<file path="config.mk">
export PLATFORM = sky130hd
export DESIGN_NAME = pwm_generator
export DESIGN_NICKNAME = d
export VERILOG_FILES = /design/src/rtl/pwm_pkg.sv /design/src/rtl/pwm_generator.sv
export SDC_FILE = /design/constraint.sdc
export NUM_CORES = 1
export LEC_CHECK = 0
export CAP_MARGIN = 30
export CORE_MARGIN = 2
export CORE_UTILIZATION = 21
export CTS_CLUSTER_DIAMETER = 150
export DETAILED_ROUTE_END_ITERATION = 8
export PLACE_DENSITY = 0.81
export SYNTH_ARGS = -nofsm -noshare
export SYNTH_HDL_FRONTEND = slang
export SYNTH_SLANG_ARGS = --single-unit
export TNS_END_PERCENT = 20
</file>
<file path="constraint.sdc">
create_clock -name clk -period 1.27 [get_ports clk]
set_input_delay 0.254 -clock clk [delete_from_list [all_inputs] [get_ports clk]]
set_output_delay 0.254 -clock clk [all_outputs]
set_load 0.05 [all_outputs]
</file>
<file path="src/rtl/pwm_pkg.sv">
// Shared definitions for the PWM generator: counter width and functions-field mode decode.
package pwm_pkg;

  localparam int unsigned CNT_W = 16;

  localparam int unsigned FUNC_ALIGN_BIT = 1;
  localparam int unsigned FUNC_RIGHT_BIT = 0;

  localparam logic [1:0] MODE_LEFT      = 2'b00;
  localparam logic [1:0] MODE_RIGHT     = 2'b01;
  localparam logic [1:0] MODE_UNALIGNED = 2'b10;

  // The unaligned bit wins, so the right/left bit is a don't-care in unaligned mode.
  function automatic logic [1:0] decode_mode(input logic align_bit, input logic right_bit);
    if (align_bit) begin
      return MODE_UNALIGNED;
    end else if (right_bit) begin
      return MODE_RIGHT;
    end else begin
      return MODE_LEFT;
    end
  endfunction

endpackage

</file>
<file path="src/rtl/pwm_generator.sv">
// Registered PWM output whose edges are placed by equality matches of an external count
// against zero, compare1 and compare2.
module pwm_generator
  import pwm_pkg::*;
#(
  parameter int unsigned CNT_W  = pwm_pkg::CNT_W,
  parameter int unsigned FUNC_W = 8
) (
  input  logic              clk,
  input  logic              rst_n,
  input  logic              pwm_en,
  input  logic [CNT_W-1:0]  period,
  input  logic [FUNC_W-1:0] functions,
  input  logic [CNT_W-1:0]  compare1,
  input  logic [CNT_W-1:0]  compare2,
  input  logic [CNT_W-1:0]  count_val,
  output logic              pwm_out
);

  logic       pwm_q, pwm_d;
  logic [1:0] mode;
  logic       zero_hit, cmp1_hit, cmp2_hit;

  // period and the upper function bits are informational only.
  logic unused_inputs;
  assign unused_inputs = ^{period, functions[FUNC_W-1:2]};

  assign mode     = decode_mode(functions[FUNC_ALIGN_BIT], functions[FUNC_RIGHT_BIT]);
  assign zero_hit = (count_val == '0);
  assign cmp1_hit = (count_val == compare1);
  assign cmp2_hit = (count_val == compare2);

  always_comb begin
    pwm_d = pwm_q;
    if (!pwm_en) begin
      pwm_d = 1'b0;
    end else begin
      case (mode)
        MODE_LEFT: begin
          if (cmp1_hit)      pwm_d = 1'b0;
          else if (zero_hit) pwm_d = 1'b1;
        end
        MODE_RIGHT: begin
          if (cmp1_hit)      pwm_d = 1'b1;
          else if (zero_hit) pwm_d = 1'b0;
        end
        default: begin
          // compare2 beats compare1, so equal compares never produce a pulse.
          if (cmp2_hit)      pwm_d = 1'b0;
          else if (cmp1_hit) pwm_d = 1'b1;
          else if (zero_hit) pwm_d = 1'b0;
        end
      endcase
    end
  end

  // Reset is active-high despite the port name.
  always_ff @(posedge clk) begin
    if (rst_n) begin
      pwm_q <= 1'b0;
    end else begin
      pwm_q <= pwm_d;
    end
  end

  assign pwm_out = pwm_q;

endmodule

</file>
==> run_results.csv <==
group,metric,value,unit
layout,largest_reg_flops,1,
routing,wl,1.788,mm
timing,worst_pin_slew,274.7,ps
routing,num_vias,655,
placed_design,hpwl,1.582,mm
layout,diodes,0,
timing,skew,0,ps
synthesis,synth_top_family_by_area,"XOR/XNOR gates",
synthesis,yosysWarnings,0,
hold_path,min_path_type,"reg -> reg",
timing,setup_ws,-178.1,ps
die,ios,76,
placed_design,io_buffers,53,
placed_design,gp_congestion,0.8321,
power,peakVddDrop,0.1461,mV
synthesis,synth_xor_area_frac,0.6418,
routing,drc,0,
power,p_leak,0.4582,nW
critical_path,max_stage_delay,470,ps
timing,fin_crit,1448,ps
critical_path,crit_required,1140,ps
synthesis,netlist_area,436.7,um^2
synthesis,avgSynthCellArea,7.939,um^2
synthesis,synth_top_area_cell,"xor2_1",
power,p_per_area,313.9,nW/um^2
grt,grt_overflow,0,
die,die_area,2460,um^2
layout,nNetsFinal,198,
timing,slew_headroom,0.8152,
timing,setup_viol,1,
routing,drt_iter0_markers,1,
synthesis,synthTopCellsByArea,"xor2_1 (40%), xnor2_1 (24%), nor4_1 (14%), nand4_1 (7.2%), dfxtp_1 (4.6%)",
critical_path,path_cells,"clkdlybuf4s50_1 -> xnor2_1 -> nand4_1 -> nor4_2 -> a211oi_1",
routing,ant_nets,0,
synthesis,yosys.cell_types.count,12,
synthesis,yosysMostFrequentCell,"xor2_1",
clock_network,cts_hold_buf,0,
synthesis,ys_seq_elements,1,
synthesis,synth_flop_cell,"dfxtp_1",
layout,syn_to_final_growth,151.0,%
grt,grt_first_pass_wirelength,2.863,mm
layout,drive_gt1_frac,0.4463,
critical_path,startpoint_type,"input port",
synthesis,ys_seq_area_frac,0.04585,
critical_path,critPathSlowestCell,"clkdlybuf4s50_1",
die,initial_utilization,0.2226,
routing,via_per_inst,4.426,
critical_path,crit_fanout,1,
grt,antenna_found_initial,0,
routing,wl_per_cell,12.08,um
timing,whs,506.6,ps
die,rows,16,
routing,firstDrtPassIters,4,
run_status,violations,"setup timing",
die,core-area,1962,um^2
run_status,status,"finished with violations",
grt,grt_pass1_vias,698,
timing,slew_viol_final,0,
grt,grt_max_degree,4,
synthesis,synth_nets,130,
timing,hold_violations,0,
synthesis,synthCells,55,
synthesis,synth-compound-area-share,0.01719,
timing,fin_crit_sh,1.140,
synthesis,synth_common_cells,"xor2_1 (20), xnor2_1 (12), nor4_1 (10)",
timing,max_freq,690.5,MHz
synthesis,synth-edff-count,0,
clock_network,clock_latency,0,ps
synthesis,synthArstFlopShare,0,
critical_path,critical_path.endpoint_type,"flip-flop",
critical_path,cp.arrival,1320,ps
synthesis,synthAdderAreaFrac,0,
synthesis,synth.area.mux_share,0.02292,
grt,track_usage,0.1429,
critical_path,crit_type,"in -> reg",
clock_network,clkTransAtPathRegs,0,ps
timing,tns,-178.1,ps
synthesis,yosysTopAreaCellShare,0.4011,
die,dieHeight,49.60,um
timing,rsz0062_at_grt,"true",
die,die_x,49.60,um
synthesis,synth-simple-area-share,0.2722,
flow_run,max-cap-violations,0,
[cells by family after synthesis]
family                    Yosys count
xor gates and xnor gates           32
DFF                                 1
and+or+nand+nor                    20
AOI/OAI and AO/OA                   1
muxes                               1
[cell type report]
class | instances | area, um^2
repair buffers | 66 | 579.3
multi-input cells | 54 | 462.9
flip-flops and latches | 1 | 20.02
well taps | 27 | 33.78
fillers | 202 | 865.8
[layout by cell type, fill, tap and decap left out, types with 3 or more instances in the layout]
| master | instances |
|---|---|
| xor2_1 | 20 |
| xnor2_1 | 12 |
| nand4_1 | 5 |
| clkdlybuf4s15_1 | 4 |
| buf_6 | 15 |
| buf_2 | 14 |
| clkdlybuf4s50_1 | 15 |
| nor4_2 | 7 |
| nor4_1 | 3 |
| buf_4 | 14 |
[power by group]
| part | internal (mW) | total, mW | switching (mW) |
|---|---|---|---|
| combinational | 0.202 | 0.312 | 0.110 |
| clock | 0 | 0 | 0 |
| sequential | 0.0321 | 0.0321 | 0.000000541 |
| total | 0.234 | 0.344 | 0.110 |
[final timing paths]
check	start	endpoint	slack [ps]	cells after the start
hold / removal	pwm_out	pwm_out	510	2
setup reg to reg	pwm_out	pwm_out	520	2
setup / recovery	compare2[12]	pwm_out	-180	5
hold reg to reg	pwm_out	pwm_out	510	2
[timing repair]
| action | CTS | global route |
|---|---|---|
| gates cloned | 0 | 0 |
| endpoints found under the setup margin | 1 | 1 |
| buffers inserted | 1 | 0 |
| gates resized for setup | 151 | 7 |
| hold endpoints to repair | 0 | 0 |
| pin swaps | 25 | 4 |
[through the flow]
step	utilization	setup slack [ps]	power [mW]	cells	instance area, um^2
global route	0.5587	-272.7	0.3709	148	1096
CTS	0.5453	-199.5	0.3325	148	1070
floorplan	-	79.22	0.1183	55	436.7
finish	0.5587	-178.1	0.3441	148	1096
detailed placement	0.5612	-577.3	0.3505	147	1101
global placement	0.5612	-532.9	0.3470	147	1101
[layer usage]
layer,share of wire,wire length [um],vias up,global-route usage
li1,-,-,332,-
met5,0,0,-,0
met4,0,0,0,0
met1,0.41,731,292,0.1654
met3,0.079,142,0,0.01818
met2,0.51,914,31,0.2889
[worst max-delay path, delay by kind of cell]
kind	cells	cell delay (ps)
simple gates	2	420
compound gates	1	70
buf+inv	1	470
xor+xnor	1	110
Note: power is estimated with default switching activity, not from simulation.
